--- src/rtl/ceas_alarma_pkg.sv ---
// rtl/ceas_alarma_pkg.sv - shared limits, field widths, mode/state encodings and wrap helpers
package ceas_alarma_pkg;

  localparam int W_ORE = 5;
  localparam int W_MIN = 6;
  localparam int W_SEC = 6;

  localparam logic [W_ORE-1:0] MAX_ORE = 5'd23;
  localparam logic [W_MIN-1:0] MAX_MIN = 6'd59;
  localparam logic [W_SEC-1:0] MAX_SEC = 6'd59;

  typedef enum logic [1:0] {M_RUN, M_SET, M_SETA} mode_t;
  typedef enum logic [1:0] {S_IDLE, S_RING, S_SNOOZE} alarm_state_t;

  // hours step 23 -> 0
  function automatic logic [W_ORE-1:0] inc_ore(input logic [W_ORE-1:0] v);
    return (v == MAX_ORE) ? '0 : v + 1'b1;
  endfunction

  // minutes/seconds step max -> 0
  function automatic logic [5:0] inc_wrap6(input logic [5:0] v, input logic [5:0] maxv);
    return (v == maxv) ? 6'd0 : v + 6'd1;
  endfunction

endpackage

--- src/rtl/ceas_alarma_if.sv ---
// rtl/ceas_alarma_if.sv - controller strobes in, time/alarm state out
interface ceas_alarma_if;
  import ceas_alarma_pkg::*;

  logic             semnal_setare;
  logic             semnal_setare_a;
  logic             semnal_stop;
  logic             semnal_b1;
  logic             semnal_b2;
  logic [W_ORE-1:0] ore;
  logic [W_MIN-1:0] minute;
  logic [W_SEC-1:0] secunde;
  logic [W_ORE-1:0] al_ore;
  logic [W_MIN-1:0] al_minute;
  logic             armat;
  logic             suna;

  modport master (
    output semnal_setare, semnal_setare_a, semnal_stop, semnal_b1, semnal_b2,
    input  ore, minute, secunde, al_ore, al_minute, armat, suna
  );

  modport slave (
    input  semnal_setare, semnal_setare_a, semnal_stop, semnal_b1, semnal_b2,
    output ore, minute, secunde, al_ore, al_minute, armat, suna
  );
endinterface

--- src/rtl/ceas_alarma_divizor_secunda.sv ---
// rtl/ceas_alarma_divizor_secunda.sv - one-cycle tick every TICK_DIV clocks, held at 0 by hold
module divizor_secunda #(
  parameter int TICK_DIV = 50_000_000
) (
  input  logic clock,
  input  logic reset,
  input  logic hold,
  output logic tick
);
  localparam int CW = $clog2(TICK_DIV);

  logic [CW-1:0] cnt;

  assign tick = !hold && (cnt == CW'(TICK_DIV - 1));

  // free-running 0..TICK_DIV-1 counter, parked at 0 while time is being set
  always_ff @(posedge clock or negedge reset) begin
    if (!reset) cnt <= '0;
    else if (hold || tick) cnt <= '0;
    else cnt <= cnt + 1'b1;
  end
endmodule

--- src/rtl/ceas_alarma.sv ---
// rtl/ceas_alarma.sv - clock/alarm datapath with ring FSM; CEAS_SNOOZE_EN adds b1 snooze
module ceas_alarma
  import ceas_alarma_pkg::*;
#(
  parameter int TICK_DIV   = 50_000_000,
  parameter int RING_SEC   = 60,
  parameter int SNOOZE_SEC = 300
) (
  input  logic          clock,
  input  logic          reset,
  ceas_alarma_if.slave  bus
);
  localparam int RW = $clog2(RING_SEC + 1);

  mode_t            mode;
  alarm_state_t     state;
  logic             tick, hold;
  logic             b1_q, b2_q, stop_q, seta_q;
  logic             b1_e, b2_e, stop_e, seta_fall;
  logic [W_ORE-1:0] ore_q, al_ore_q, nxt_ore;
  logic [W_MIN-1:0] min_q, al_min_q, nxt_min;
  logic [W_SEC-1:0] sec_q, nxt_sec;
  logic             armat_q, suna_q, alarm_hit;
  logic [RW-1:0]    ring_cnt;
`ifdef CEAS_SNOOZE_EN
  localparam int SW = $clog2(SNOOZE_SEC + 1);
  logic [SW-1:0]    snz_cnt;
`endif

  // set-time wins over set-alarm, which wins over normal running
  always_comb begin
    mode = M_RUN;
    if (bus.semnal_setare) mode = M_SET;
    else if (bus.semnal_setare_a) mode = M_SETA;
  end

  assign hold = (mode == M_SET);

  divizor_secunda #(.TICK_DIV(TICK_DIV)) u_div (
    .clock (clock),
    .reset (reset),
    .hold  (hold),
    .tick  (tick)
  );

  // previous samples for rising-edge detection of the button strobes
  always_ff @(posedge clock or negedge reset) begin
    if (!reset) begin
      b1_q   <= 1'b0;
      b2_q   <= 1'b0;
      stop_q <= 1'b0;
      seta_q <= 1'b0;
    end else begin
      b1_q   <= bus.semnal_b1;
      b2_q   <= bus.semnal_b2;
      stop_q <= bus.semnal_stop;
      seta_q <= bus.semnal_setare_a;
    end
  end

  assign b1_e      = bus.semnal_b1 & ~b1_q;
  assign b2_e      = bus.semnal_b2 & ~b2_q;
  assign stop_e    = bus.semnal_stop & ~stop_q;
  assign seta_fall = seta_q & ~bus.semnal_setare_a;

  // time value after one second, with carries into minutes and hours
  always_comb begin
    nxt_sec = inc_wrap6(sec_q, MAX_SEC);
    nxt_min = min_q;
    nxt_ore = ore_q;
    if (sec_q == MAX_SEC) begin
      nxt_min = inc_wrap6(min_q, MAX_MIN);
      if (min_q == MAX_MIN) nxt_ore = inc_ore(ore_q);
    end
  end

  assign alarm_hit = (nxt_sec == '0) && (nxt_min == al_min_q) && (nxt_ore == al_ore_q);

  // time of day: manual edit without carry in set mode, ticking otherwise
  always_ff @(posedge clock or negedge reset) begin
    if (!reset) begin
      ore_q <= '0;
      min_q <= '0;
      sec_q <= '0;
    end else if (mode == M_SET) begin
      sec_q <= '0;
      if (b1_e) ore_q <= inc_ore(ore_q);
      if (b2_e) min_q <= inc_wrap6(min_q, MAX_MIN);
    end else if (tick) begin
      sec_q <= nxt_sec;
      min_q <= nxt_min;
      ore_q <= nxt_ore;
    end
  end

  // alarm time edited only in set-alarm mode
  always_ff @(posedge clock or negedge reset) begin
    if (!reset) begin
      al_ore_q <= '0;
      al_min_q <= '0;
    end else if (mode == M_SETA) begin
      if (b1_e) al_ore_q <= inc_ore(al_ore_q);
      if (b2_e) al_min_q <= inc_wrap6(al_min_q, MAX_MIN);
    end
  end

  // arm/disarm plus IDLE/RING/SNOOZE ringing control; matches only checked while running
  always_ff @(posedge clock or negedge reset) begin
    if (!reset) begin
      state    <= S_IDLE;
      armat_q  <= 1'b0;
      suna_q   <= 1'b0;
      ring_cnt <= '0;
`ifdef CEAS_SNOOZE_EN
      snz_cnt  <= '0;
`endif
    end else begin
      if (stop_e && !suna_q) armat_q <= 1'b0;
      if (seta_fall) armat_q <= 1'b1;
      if (mode != M_RUN) begin
        state    <= S_IDLE;
        suna_q   <= 1'b0;
        ring_cnt <= '0;
      end else begin
        case (state)
          S_RING: begin
            if (stop_e) begin
              state  <= S_IDLE;
              suna_q <= 1'b0;
            end
`ifdef CEAS_SNOOZE_EN
            else if (b1_e) begin
              state   <= S_SNOOZE;
              suna_q  <= 1'b0;
              snz_cnt <= SW'(SNOOZE_SEC);
            end
`endif
            else if (tick) begin
              if (ring_cnt == RW'(RING_SEC - 1)) begin
                state  <= S_IDLE;
                suna_q <= 1'b0;
              end else begin
                ring_cnt <= ring_cnt + 1'b1;
              end
            end
          end
`ifdef CEAS_SNOOZE_EN
          S_SNOOZE: begin
            if (stop_e) state <= S_IDLE;
            else if (tick) begin
              if (snz_cnt <= SW'(1)) begin
                state    <= S_RING;
                suna_q   <= 1'b1;
                ring_cnt <= '0;
              end else begin
                snz_cnt <= snz_cnt - 1'b1;
              end
            end
          end
`endif
          default: state <= S_IDLE;
        endcase
        if (tick && armat_q && alarm_hit) begin
          state    <= S_RING;
          suna_q   <= 1'b1;
          ring_cnt <= '0;
        end
      end
    end
  end

  assign bus.ore       = ore_q;
  assign bus.minute    = min_q;
  assign bus.secunde   = sec_q;
  assign bus.al_ore    = al_ore_q;
  assign bus.al_minute = al_min_q;
  assign bus.armat     = armat_q;
  assign bus.suna      = suna_q;
endmodule

--- src/flat_wrapper.sv ---
// flat-port wrapper written by rule: the top's interface ports become plain ports
module ceas_alarma_flat import ceas_alarma_pkg::*;
#(
  parameter int TICK_DIV   = 50_000_000,
  parameter int RING_SEC   = 60,
  parameter int SNOOZE_SEC = 300
)
  (clock, reset, bus_semnal_setare, bus_semnal_setare_a, bus_semnal_stop, bus_semnal_b1, bus_semnal_b2, bus_ore, bus_minute, bus_secunde, bus_al_ore, bus_al_minute, bus_armat, bus_suna);
  ceas_alarma_if bus_i ();
  input  logic clock;
  input  logic reset;
  input wire logic [$bits(bus_i.semnal_setare)-1:0] bus_semnal_setare;
  input wire logic [$bits(bus_i.semnal_setare_a)-1:0] bus_semnal_setare_a;
  input wire logic [$bits(bus_i.semnal_stop)-1:0] bus_semnal_stop;
  input wire logic [$bits(bus_i.semnal_b1)-1:0] bus_semnal_b1;
  input wire logic [$bits(bus_i.semnal_b2)-1:0] bus_semnal_b2;
  output wire logic [$bits(bus_i.ore)-1:0] bus_ore;
  output wire logic [$bits(bus_i.minute)-1:0] bus_minute;
  output wire logic [$bits(bus_i.secunde)-1:0] bus_secunde;
  output wire logic [$bits(bus_i.al_ore)-1:0] bus_al_ore;
  output wire logic [$bits(bus_i.al_minute)-1:0] bus_al_minute;
  output wire logic [$bits(bus_i.armat)-1:0] bus_armat;
  output wire logic [$bits(bus_i.suna)-1:0] bus_suna;
  assign bus_i.semnal_setare = bus_semnal_setare;
  assign bus_i.semnal_setare_a = bus_semnal_setare_a;
  assign bus_i.semnal_stop = bus_semnal_stop;
  assign bus_i.semnal_b1 = bus_semnal_b1;
  assign bus_i.semnal_b2 = bus_semnal_b2;
  assign bus_ore = bus_i.ore;
  assign bus_minute = bus_i.minute;
  assign bus_secunde = bus_i.secunde;
  assign bus_al_ore = bus_i.al_ore;
  assign bus_al_minute = bus_i.al_minute;
  assign bus_armat = bus_i.armat;
  assign bus_suna = bus_i.suna;
  ceas_alarma #(.TICK_DIV(TICK_DIV), .RING_SEC(RING_SEC), .SNOOZE_SEC(SNOOZE_SEC)) u_core (.clock(clock), .reset(reset), .bus(bus_i));
endmodule
--- config.mk ---
export PLATFORM = sky130hd
export DESIGN_NAME = ceas_alarma_flat
export DESIGN_NICKNAME = d
export VERILOG_FILES = /design/src/rtl/ceas_alarma_pkg.sv /design/src/rtl/ceas_alarma_if.sv /design/src/rtl/ceas_alarma_divizor_secunda.sv /design/src/rtl/ceas_alarma.sv /design/src/flat_wrapper.sv
export SDC_FILE = /design/constraint.sdc
export NUM_CORES = 1
export LEC_CHECK = 0
export ABC_AREA = 1
export CORE_MARGIN = 2
export CORE_UTILIZATION = 55
export DETAILED_ROUTE_END_ITERATION = 16
export HOLD_SLACK_MARGIN = 0.15
export PLACE_DENSITY = 0.77
export SKIP_LAST_GASP = 1
export SYNTH_ARGS = -nofsm -noshare
export SYNTH_HDL_FRONTEND = slang
export SYNTH_SLANG_ARGS = --single-unit
--- constraint.sdc ---
create_clock -name clock -period 4.9 [get_ports clock]
set_input_delay 1.47 -clock clock [delete_from_list [all_inputs] [get_ports clock]]
set_output_delay 1.47 -clock clock [all_outputs]
set_load 0.05 [all_outputs]
### Yosys cells after proc, flatten, opt, wreduce, memory -nomap -nowiden

Index checks and enable logic that the tools add are counted.

| storage, ports and cells | value |
|---|---|
| output and inout bits | 30 |
| bits in latches | 0 |
| input port bits | 7 |
| memories | 0 |
| bits in read-only memories | 0 |
| logic and storage cells | 110 |
| memory bits (writable) | 0 |
| flip-flop bits (word level) | 68 |

| operators by class | value |
|---|---|
| multiplexer cells | 39 |
| eq/ne operators | 18 |
| multipliers | 0 |
| bitwise gates (word level) | 8 |
| reduce and logical (&&, ||, !) cells | 24 |
| add/subtract/negate cells | 7 |
| shift-type cells | 0 |
| magnitude comparators | 0 |
| divide/modulo/power cells | 0 |

Operator list:

| kind | number |
|---|---|
| $mux 6 | 15 |
| $mux 5 | 7 |
| $add 26x1->26 const B | 1 |
| $eq 26x26->1 const B | 1 |
| $mux 26 | 1 |
| $add 6x1->6 const B | 4 |
| $eq 6x6->1 const B | 4 |
| $mux 2 | 8 |
| $add 5x1->5 const B | 2 |
| $eq 5x5->1 const B | 2 |
| $ne 5x1->1 const B | 2 |
| $reduce_and 2->1 | 5 |
| $mux 1 | 8 |
| $reduce_bool 4->1 | 2 |
| $eq 6x6->1 | 1 |
| $logic_and 1x1->1 | 6 |
| $logic_not 6->1 | 1 |
| $reduce_bool 2->1 | 3 |
| $reduce_bool 3->1 | 2 |
| $eq 5x5->1 | 1 |
| $and 1x1->1 | 4 |
| $eq 2x1->1 const B | 2 |
| $ne 2x1->1 const B | 2 |
| $not 1->1 | 4 |
| other kinds (7) | 8 |

### Longest topological paths before layout

| depth | value |
|---|---|
| depth after elaboration | 10 |
| depth in mapped cells | 15 |
| mapped depth without buffers | 15 |

### Modules after synthesis

From an unflattened synthesis, not the netlist that was laid out.

| second synthesis, totals | value |
|---|---|
| cells, all modules | 594 |
| area total of the unflattened synthesis | 4335.4 um^2 |

By module, submodules not included:

| module | area each (um^2) | seq. area each (um^2) | times used | cells an instance |
|---|---|---|---|---|
| ceas_alarma | 2741.4 | 1026.0 | 1 | 368 |
| divizor_secunda | 1594.0 | 650.6 | 1 | 226 |

### Worst setup path before layout

OpenSTA, ideal clock, no wires.

| timing | value |
|---|---|
| path kind | in2reg |
| start | input bus_semnal_setare |
| end | register u_core.al_ore_q[4], in the netlist u_core.bus.al_ore[4] |
| stages on the path | 5 |
| setup time | 0.125 ns |
| path slack | 2.263 ns |
| arrival | 2.513 ns |
| required time | 4.775 ns |
| buffers on the path | 0 |
| cell sequence | nor4_1 > and2_1 > nand2_1 > a21oi_1 > a21oi_1 |

| on the way | value |
|---|---|
| cells in the longest elaborated chain, start to end | 3 |

RTL lines:

| element | line | text |
|---|---|---|
| start: declaration | flat_wrapper.sv:12 | `input wire logic [$bits(bus_i.semnal_setare)-1:0] bus_semnal_setare;` |
| $mux 2 | ceas_alarma.sv:33 | `if (bus.semnal_setare) mode = M_SET;` |
| $eq 2x2->1 | ceas_alarma.sv:101 | `end else if (mode == M_SETA) begin` |
| $reduce_and 2->1 (no line) | - |  |
| end signal: assignment | ceas_alarma.sv:102 | `if (b1_e) al_ore_q <= inc_ore(al_ore_q);` |
| end: declaration | ceas_alarma.sv:20 | `logic [W_ORE-1:0] ore_q, al_ore_q, nxt_ore;` |

No other way between the ends.
A chain may end at the register's enable or synchronous reset.

### Worst setup path after layout

| timing | value |
|---|---|
| start | input bus_semnal_setare |
| end | register u_core.ore_q[1], in the netlist u_core.bus.ore[1] |

| on the way | value |
|---|---|
| cells in the longest elaborated chain, start to end | 6 |
| elaborated cells on any way between the ends | 8 |
| classes of those cells | eq/ne: 2; mux: 2; reduce/logical: 4 |

RTL lines:

| element | line | text |
|---|---|---|
| $mux 2 * | ceas_alarma.sv:33 |  |
| $eq 2x1->1 * | ceas_alarma.sv:37, ceas_alarma.sv:85 |  |
| $logic_not 1->1 | ceas_alarma_divizor_secunda.sv:14 | `assign tick = !hold && (cnt == CW'(TICK_DIV - 1));` |
| $logic_and 1x1->1 | ceas_alarma_divizor_secunda.sv:14 |  |
| $reduce_bool 2->1 (no line) | - |  |
| $reduce_and 2->1 (no line) | - |  |
| end signal: assignment | ceas_alarma.sv:87 | `if (b1_e) ore_q <= inc_ore(ore_q);` |
| end signal: assignment | ceas_alarma.sv:92 | `ore_q <= nxt_ore;` |
| end: declaration | ceas_alarma.sv:20 |  |

Every way passes the cells marked *; elsewhere a longest branch is shown, timed or not.

==> results.sh <==
export IMPL_dieArea_um2=8295
export IMPL_synth_ff_type="dfrtp_1"
export IMPL_hold_path_class="reg -> reg"
export IMPL_cp_max_fo=17
export IMPL_fin_ws_ps=1238
export IMPL_leakage_nw=2.222
export IMPL_r2r_start="u_core.bus.secunde[0]$_DFFE_PN0N_"
export IMPL_holdCritStartpoint="u_core.seta_q$_DFF_PN0_"
export IMPL_synthArstFlopShare_pct=100.0
export IMPL_syn_to_final_growth_pct=15.21
export IMPL_grt_pass1_wl_um=16930
export IMPL_drive_gt1_share_pct=10.05
export IMPL_pwr_share_seq_pct=38.1
export IMPL_grt_max_degree=37
export IMPL_cts_resized=0
export IMPL_sw_frac_of_total_pct=40.59
export IMPL_cp_required_ps=5150
export IMPL_internal_power_mw=1.124
export IMPL_cap_viol_max_count=0
export IMPL_final_cell_area_um2=4805
export IMPL_drt_total_wl_um=9859
export IMPL_ys_seq_elements=67
export IMPL_cts_tree="yes"
export IMPL_slowest_stage="clkdlybuf4s50_1"
export IMPL_fmaxAchievable_mhz=273.0
export IMPL_numCtsBuffers=9
export IMPL_clkPwrFrac_pct=26.2
export IMPL_place_area_um2=4596
export IMPL_clk_latency_ps=340
export IMPL_wl_per_cell_um=14.17
export IMPL_grt_antenna_before_repair=0
export IMPL_final_util_pct=65.89
export IMPL_status="finished clean"
export IMPL_p_switching_mw=0.7678
export IMPL_min_period_ps=3662
export IMPL_io_buffers=36
export IMPL_globalRouteTotalUtil_pct=25.12
export IMPL_relSlewSlack_pct=39.85
export IMPL_ctsLongestPathBuffers=2
export IMPL_drc=0
export IMPL_startpoint="bus_semnal_setare"
export IMPL_grt_pass1_vias=3636
export IMPL_cts_root_buffer="clkbuf_8"
export IMPL_first_pass_iters=5
export IMPL_path_delay_family="buffers and inverters"
export IMPL_synth_edf_count=0
export IMPL_rows=31
export IMPL_drt_initial_drc_count=228
export IMPL_io_pins=37
export IMPL_synth_fp_nets=567
export IMPL_max_stage_delay_ps=860
export IMPL_fillers=657
export IMPL_setup_tns_ps=0
export IMPL_setup_viol=0
export IMPL_criticalPathCategory="in -> reg"
export IMPL_worstSetupStartpointType="input pin"
export IMPL_diodes=0
export IMPL_grt_ovfl_total=0
export IMPL_gp_congestion=0.8970
export IMPL_netlist_area_um2=4170
export IMPL_htreeDepth=3
export IMPL_worst_slew_pin_slew_ps=894.0
export IMPL_worst_setup_path_end_kind="register"
export IMPL_vdd_drop_max_v=0.0003667
export IMPL_slew_viol_final=0
export IMPL_avgSynthCellArea_um2=7.555
export IMPL_die_height_um=91.08
export IMPL_comb_power_share_pct=35.8
export IMPL_fin_crit_sh_pct=74.74
export IMPL_critPathArrivalTime_ps=3910
export IMPL_antenna_left=0
export IMPL_initial_core_util_pct=57.19
export IMPL_die_w_um=91.08
export IMPL_path_cells="clkdlybuf4s50_1 -> clkinv_1 -> o31ai_2 -> o211ai_1 -> o21ai_0"
export IMPL_clk_pin_slew_ps=70
export IMPL_critPathBufInv=2
export IMPL_cts_setup_buffers=0
export IMPL_hold_viol=0
export IMPL_finClkSkew_ps=7.924
export IMPL_syn_instance_count=552
export IMPL_synth_seq_area_share_pct=40.20
export IMPL_ctsHoldBuffers=0
export IMPL_powerDensity_nw_per_um2=393.7
export IMPL_rsz0062_at_grt="no"
export IMPL_via_count=3843
export IMPL_core_um2=7292
export IMPL_dp_hpwl_um=7225
export IMPL_pre_cts_ws_ps=961.6
export IMPL_yosys_warnings=0
export IMPL_fin_nets=607
export IMPL_synth_cell_types=47
export IMPL_clock_sinks=67
export IMPL_avgViaCountPerCell=5.522
[metrics by stage]
stage | power, mW | cells | hold WS [ps]
finish | 1.891 | 696 | 477.7
global route | 2.004 | 696 | 503.6
CTS | 1.899 | 696 | 480.0
detailed placement | 1.398 | 680 | 462.5
global placement | 1.394 | 680 | 461.9
floorplan | 1.176 | 552 | 425.4
[kinds of logic after synthesis]
logic type	after synthesis	synth area share [%]
simple gates	307	35.19
flops	67	40.20
buf+inv	79	7.951
xor+xnor	19	3.990
compound gates	71	9.991
mux	1	0.2700
fa+ha+maj	8	2.400
[state kept, by name (all words and copies together) (netlist names)]
name and cells:
u_core.b1_q 1, u_core.b2_q 1, u_core.bus.al_minute 6, u_core.bus.al_ore 5, u_core.bus.armat 1, u_core.bus.minute 6, u_core.bus.ore 5, u_core.bus.secunde 6
u_core.bus.suna 1, u_core.ring_cnt 6, u_core.seta_q 1, u_core.state 1, u_core.stop_q 1, u_core.u_div.cnt 26
[worst reg2reg max path, cell delays in order (launching register included)]
cell	delay [ps]
dfrtp_1	480
ha_1	340
nand3_2	120
nor2_4	340
nand2_2	180
nand2_1	110
nand2_1	70
xor2_1	140
nor2_1	170
nand3_2	150
nand2_2	150
nor2_1	60
[placed cells by master (no fill, tap or decap), types with 2 or more instances in the layout]
cell	Yosys	layout
nor2_2	5	5
nand2_2	14	14
bufinv_16	0	2
nor4_1	3	3
nor3_1	13	13
clkdlybuf4s50_1	0	35
nand3_1	49	49
nand3_2	5	5
inv_2	4	4
o21ai_0	30	30
o211ai_1	4	4
clkinv_1	2	2
nor3_2	3	3
clkbuf_8	0	9
a31oi_1	2	2
nand2_1	116	116
buf_4	1	2
a21oi_1	15	15
xor2_1	17	17
clkinv_2	0	2
and3_1	3	3
nor2_4	5	5
ha_1	8	8
inv_1	64	64
nand2_4	2	2
nor2_1	67	67
nand4_1	17	17
dfrtp_1	67	67
clkbuf_1	1	2
o22ai_1	8	8
xnor2_1	2	2
o21a_1	2	2
[final timing paths]
kind | endpoint | cells past startpoint | slack, ps
max | u_core.bus.ore[1]$_DFFE_PN0P_ | 5 | 1240
min | u_core.bus.armat$_DFFE_PN0P_ | 2 | 480
max reg2reg | u_core.ring_cnt[0]$_DFFE_PN0P_ | 11 | 2490
min reg2reg | u_core.bus.armat$_DFFE_PN0P_ | 2 | 480
max in group asynchronous | u_core.b1_q$_DFF_PN0_ | 2 | 2790
min in group asynchronous | u_core.u_div.cnt[22]$_DFF_PN0_ | 1 | 1180
[power groups by stage]
stage          clock (mW)  sequential [mW]  combinational, mW
6_report            0.495            0.720              0.677
5_1_grt             0.534            0.733              0.737
4_1_cts             0.504            0.718              0.676
3_5_place_dp            0            0.728              0.670
3_3_place_gp            0            0.727              0.666
2_1_floorplan           0            0.910              0.266
[area by class of cell]
type | count | area [um2] | area share (%)
clock buffers | 11 | 131.4 | 2.734
clock inverters | 5 | 77.57 | 1.615
inverters | 70 | 262.8 | 5.469
multi-input cells | 406 | 2162 | 45.00
flip-flops and latches | 67 | 1677 | 34.90
well taps | 99 | 123.9 | 2.578
repair buffers | 38 | 370.4 | 7.708
[synthesized netlist by cell type, types with 5 or more instances]
cell	count	area share (%)
nor2_1	67	6.0
o22ai_1	8	1.2
nand4_1	17	2.6
ha_1	8	2.4
o21ai_0	30	3.6
inv_1	64	5.8
nand3_1	49	5.9
nand2_1	116	10
xor2_1	17	3.6
a21oi_1	15	1.8
nor2_4	5	1.4
dfrtp_1	67	40
nand2_2	14	2.1
nor3_1	13	1.6
nor2_2	5	0.75
nand3_2	5	1.2
[layer usage]
layer / wire, um / global-route usage (%)
met1: 4777 / 35.89
met2: 4466 / 38.89
met3: 463 / 3.485
met4: 152 / 9.470
met5: 0 / 0
(Power assumes the default switching activity.)
